[config.mk]
export PLATFORM = sky130hd
export DESIGN_NAME = mul_unit
export DESIGN_NICKNAME = d
export VERILOG_FILES = /design/src/rtl/mul_unit.sv
export SDC_FILE = /design/constraint.sdc
export NUM_CORES = 1
export LEC_CHECK = 0
export ABC_AREA = 0
export CAP_MARGIN = 20
export CORE_UTILIZATION = 39
export CTS_BUF_LIST = sky130_fd_sc_hd__clkbuf_8
export CTS_CLUSTER_SIZE = 20
export DETAILED_ROUTE_END_ITERATION = 12
export PLACE_DENSITY = 0.64
export SLEW_MARGIN = 30
export SYNTH_ARGS = -nofsm -noshare
export SYNTH_HDL_FRONTEND = slang
export SYNTH_SLANG_ARGS = --single-unit
export TNS_END_PERCENT = 100
[constraint.sdc]
create_clock -name clk -period 8.8 [get_ports clk]
set_clock_uncertainty 0.15 [all_clocks]
set_input_delay 1.76 -clock clk [delete_from_list [all_inputs] [get_ports clk]]
set_output_delay 1.76 -clock clk [all_outputs]
set_load 0.1 [all_outputs]
[src/rtl/mul_unit.sv]
// Sequential shift-add multiplier: one add/shift iteration per clock, fixed WIDTH-cycle latency.
// Result and flags are registered and held in DONE until the next load or a clear.
module mul_unit #(
  parameter int WIDTH = 8,
  parameter int CNT_W = 4
) (
  input  logic               clk,
  input  logic               rst,
  input  logic               mult_reset,
  input  logic               mult_load,
  input  logic [WIDTH-1:0]   a,
  input  logic [WIDTH-1:0]   b,
  output logic               mult_done,
  output logic               busy,
  output logic [WIDTH-1:0]   product,
  output logic [2*WIDTH-1:0] product_full,
  output logic               ovf
);

  typedef enum logic [1:0] {
    IDLE = 2'b00,
    RUN  = 2'b01,
    DONE = 2'b10
  } state_t;

  state_t state, next_state;

  logic [2*WIDTH-1:0] mcand;
  logic [WIDTH-1:0]   mplr;
  logic [2*WIDTH-1:0] acc;
  logic [CNT_W-1:0]   cnt;
  logic [2*WIDTH-1:0] sum;
  logic               last;
  logic [2*WIDTH-1:0] result;
  logic               ovf_q;

  assign sum  = acc + (mplr[0] ? mcand : '0);
  assign last = (cnt == CNT_W'(WIDTH - 1));

  always_ff @(posedge clk or negedge rst) begin
    if (!rst) state <= IDLE;
    else      state <= next_state;
  end

  // Loads are only honoured from IDLE/DONE, so a second load cycle during RUN is ignored.
  always_comb begin
    next_state = state;
    case (state)
      IDLE:    if (mult_load) next_state = RUN;
      RUN:     if (last)      next_state = DONE;
      DONE:    if (mult_load) next_state = RUN;
      default: next_state = IDLE;
    endcase
    if (mult_reset) next_state = IDLE;
  end

  always_ff @(posedge clk or negedge rst) begin
    if (!rst) begin
      mcand  <= '0;
      mplr   <= '0;
      acc    <= '0;
      cnt    <= '0;
      result <= '0;
      ovf_q  <= 1'b0;
    end else if (mult_reset) begin
      mcand  <= '0;
      mplr   <= '0;
      acc    <= '0;
      cnt    <= '0;
      result <= '0;
      ovf_q  <= 1'b0;
    end else begin
      case (state)
        IDLE, DONE: begin
          if (mult_load) begin
            mcand <= {{WIDTH{1'b0}}, a};
            mplr  <= b;
            acc   <= '0;
            cnt   <= '0;
          end
        end
        RUN: begin
          acc   <= sum;
          mcand <= mcand << 1;
          mplr  <= mplr >> 1;
          cnt   <= cnt + CNT_W'(1);
          // The final partial sum goes straight to the result so it is valid with mult_done.
          if (last) begin
            result <= sum;
            ovf_q  <= |sum[2*WIDTH-1:WIDTH];
          end
        end
        default: ;
      endcase
    end
  end

  assign busy         = (state == RUN);
  assign mult_done    = (state == DONE);
  assign product_full = result;
  assign product      = result[WIDTH-1:0];
  assign ovf          = ovf_q;

endmodule

* Yosys cells after proc, flatten, opt, wreduce, memory -nomap -nowiden
Cells that the tools add are included.
** Operators by class
- Add/subtract/negate cells :: 2
- Equal/unequal tests :: 5
- Multiplexer cells :: 23
- Reduce and logical (&&, ||, !) cells :: 9
** Operators with widths (count)
- two-way mux 16 bit :: 8
- one-hot mux 16 bit (2 select lines) :: 2
- adder 16 bit :: 1
- two-way mux 8 bit :: 2
- one-hot mux 8 bit (2 select lines) :: 1
- two-way mux 4 bit :: 2
- one-hot mux 4 bit (2 select lines) :: 1
- OR reduction 8 bit :: 1
- two-way mux 2 bit :: 3
- AND reduction 2 bit :: 3
- adder 4 x 1 -> 4 bit (second input constant) :: 1
- equality test 4 x 3 -> 1 bit (second input constant) :: 1
- one-hot mux 2 bit (2 select lines) :: 1
- nonzero test 2 bit :: 2
- two-way mux 1 bit :: 3
- != test 3 x 1 -> 1 bit (second input constant) :: 1
- != test 3 x 2 -> 1 bit (second input constant) :: 1
- nonzero test 3 bit :: 1
- equality test 2 x 1 -> 1 bit (second input constant) :: 1
- equality test 2 bit (second input constant) :: 1
- zero test 2 bit :: 1
- OR reduction 2 bit :: 1
** Word-level totals
- Register bits after elaboration :: 63
- Output and inout bits :: 27
- Logic and storage cells :: 46

* Longest topological paths before layout
- Word-level depth :: 6
- Mapped depth :: 11

* Worst setup path before layout
OpenSTA, ideal clock, no wires.
- Path type :: flip-flop to output port
- Start point :: reg state[1]
- End point :: out busy
- Arrival time :: 1.948 ns
- Required time :: 6.890 ns
- Path slack :: 4.942 ns
- Stages on the path, launching flop included :: 5
- Buffers on the path :: 2
- Path through :: dfrtp_1 -> nand2b_1 -> buf_2 -> inv_1 -> buf_1
** On the way
- Longest elaborated chain between the ends :: 1
** Ends and longest elaborated chain
- start, declared :: RTL line 26 : state_t state, next_state;
- start signal, assigned :: RTL line 42 : else state <= next_state;
- equality test 2 x 1 -> 1 bit :: RTL line 98 : assign busy = (state == RUN);
- end, declared :: RTL line 14 : output logic busy,
No other way between the ends.

* Worst setup path after layout
Ends and elaborated chain as after synthesis.

==> impl_results.md <==
- DRT met1 WL: 4050 µm
- Clock transition at path regs: 70 ps
- Final worst slack: just under 4000 ps
- Met2 WL: around 4000 µm
- Post-CTS sizing: 0
- Most frequent cells in the layout: 63 x dfrtp_1, 61 x nand2_1, 45 x clkdlybuf4s50_1, 29 x nor2_1, 23 x o21ai_0
- Via Count: roughly 3000
- Sequential Area: around 1600 µm²
- Placement Setup Slack: around 4300 ps
- I/O pin cnt: 47
- Total power: ~0.61 mW
- Area Overhead vs Synth: 18.6%
- Crit path DAT: 2950 ps
- Min-Delay Path Class: reg2reg
- Die extent in y: about 100 µm
- Synth area leader: dfrtp_1
- Hold Startpoint: mplr[5]
- Synth Register Bits: between 60 and 70
- Yosys warns: 0
- Req. time, crit path: ~6900 ps
- Clock tree from TritonCTS: built
- DRC violations left: 0
- Sink Count: 63
- Worst Hold Path EP: mplr[5]
- Sequential area share after synthesis: 0.428
- CP Class: reg2out
- Sum Neg Setup Slack: 0 ps
- Synthesized netlist net count: approximately 430
- Hold-fix buffers at CTS: 0
- Top cells by area, synth: dfrtp_1 43%, nand2_1 6.2%, ha_1 5.4%
- I/O Buffers: 46
- Setup Viol. Count Final: 0
- Share of layout cells above drive strength 1: 0.0664
- FF-to-FF path depth: 11
- DIE WIDTH: between 90 and 100 µm
- Global route overflow: 0
- Worst r2r dst: product_full[14]
- Mean Syn Cell Area: around 9.3 µm²
- Clock latency on the worst-skew pair: approximately 340 ps
- Most used DFF post-synth: dfrtp_1
- GP Congestion: between 0.8 and 0.9
- Post-Syn Area: approximately 3700 µm²
- Fmax achieved: 206 MHz
- Number of flops mapped to enable cells by yosys: 0
- Initial antenna violation count: 0
- Measured slew at the worst slew-check pin: 973 ps
- Pwr Density: 139 nW/µm²
- Row cnt: 35
- Setup crit start kind: flip-flop
- Finished layout cell area: about 4400 µm²
- Worst Hold Path Cells: 2
- Lkg Pwr: a little under 2 nW
- RSZ-0062 raised after global routing: no
- Library cells used by synthesis: 52
- Clock Root Buffer: clkbuf_8
- Status: finished, final reports clean
- Min Tclk post-route: 4860 ps
- Cells after Synth: 396
- CTS Buf Count: 9
- Die footprint: between 9000 and 10000 µm²
- Reg2Reg Setup Slack: 5170 ps
- Gr usage total: 0.183
- Post-Place Cell Area: ~4200 µm²
- Fill cells: about 890
- Worst reg2reg path startpoint: mplr[0]
- Final hold violations: 0
- Critical Path Fanout Max: 13
- Multi-input logic area: slightly below 2000 µm²
- Initial DRC count: roughly 160
- Post-synth ARST share: 1.00
- HPWL after DPL: between 6000 and 7000 µm
- Commonest non-fill, non-tap cell in the layout: dfrtp_1
- Routed WL per cell: ~15 µm
- Fin util: 0.475
- Global-route wire length before repair: 14100 µm
- Synth top area share: 0.428
- Max Slew Vio Count: 0
- DR top layer: met4
- Routed wl met3: between 200 and 300 µm
- Largest net degree at the start of global routing: 64
- Routed vias/inst: between 5 and 6
- Bufs on Longest Clock Path: 2
- Relative slew margins: 0.349
- Ant. Diodes: 0
- Max-Cap Viols: 0
- WL final: around 8400 µm
- Starting density of the core: 0.400
- H-tree depth: 3
- Drt first pass iters: 4
- Post-CTS Repair Setup Buffers: 0
- Post-DRT Antenna Nets: 0
- Post-route clock period utilization: 0.553
- Vias in the first global route: ~2900
- Crit end category: primary output
- Core Area: between 9000 and 10000 µm²
- VDD IR-drop max: about 0.000077 V
- Fin nets: 469
==> synthesized netlist by cell type (all sizes together) (9+ instances only) <==
master	number
xnor2	9
clkbuf	11
nor2	30
o31ai	14
nand2	61
a21oi	16
o21ai	23
and2	17
mux2i	14
a22o	19
dfrtp	63
nor3	13
buf	14
ha	16
==> how the worst max path moves through the flow <==
stage / depth (start not counted) / end / slack, ps / startpoint
finish: 3 / busy / 3940 / state[1]
global route: 3 / busy / 3780 / state[0]
CTS: 3 / busy / 3910 / state[1]
detailed placement: 3 / busy / 4290 / state[1]
global placement: 3 / busy / 4340 / state[1]
floorplan: 4 / busy / 4940 / state[1]
==> registers in the layout, indices dropped and copies added (netlist names) <==
name,cells
acc,16
cnt,4
mcand,16
mplr,8
ovf,1
product_full,16
state,2
==> worst max-delay path: stages (launching register included) <==
cell and delay, ps:
dfrtp_1 400, nand2b_1 410, inv_1 560, clkdlybuf4s50_1 1240
==> final cells by class <==
type                       instances  share of cell area
timing repair buffer              50               0.111
multi-input combinational        300               0.446
clock inverter                     7              0.0149
clock buffer                       9              0.0284
sequential                        63               0.361
inverter                           8             0.00688
tap                              111              0.0318
==> stage by stage <==
step	instances	hold slack, ps
floorplan	396	298
global placement	532	313
detailed placement	532	317
CTS	548	331
global route	548	364
finish	548	329
==> metal layers <==
layer / global-route usage / up-vias
met5: 0 / -
met4: 0.0520 / 0
met3: 0.0344 / 9
met2: 0.289 / 57
met1: 0.259 / 1468
li1: - / 1493
==> cells by family after synthesis <==
family,count (synthesis),share of synthesized area
multiplexers,14,0.0381
AND/OR/NAND/NOR,157,0.202
flip-flops,63,0.428
XOR/XNOR,9,0.0214
buffers and inverters,33,0.0445
AO/OA/AOI/OAI,103,0.206
adder cells (fa/ha/maj),17,0.0598
==> power breakdown <==
group	internal (mW)	total [mW]	switching, mW	leakage (nW)
logic	0.0228	0.0582	0.0354	0.975
registers	0.298	0.307	0.00833	0.865
clock network	0.129	0.243	0.114	0.100
total	0.450	0.608	0.158	1.94
No activity file was read; power rests on OpenSTA's default activity.
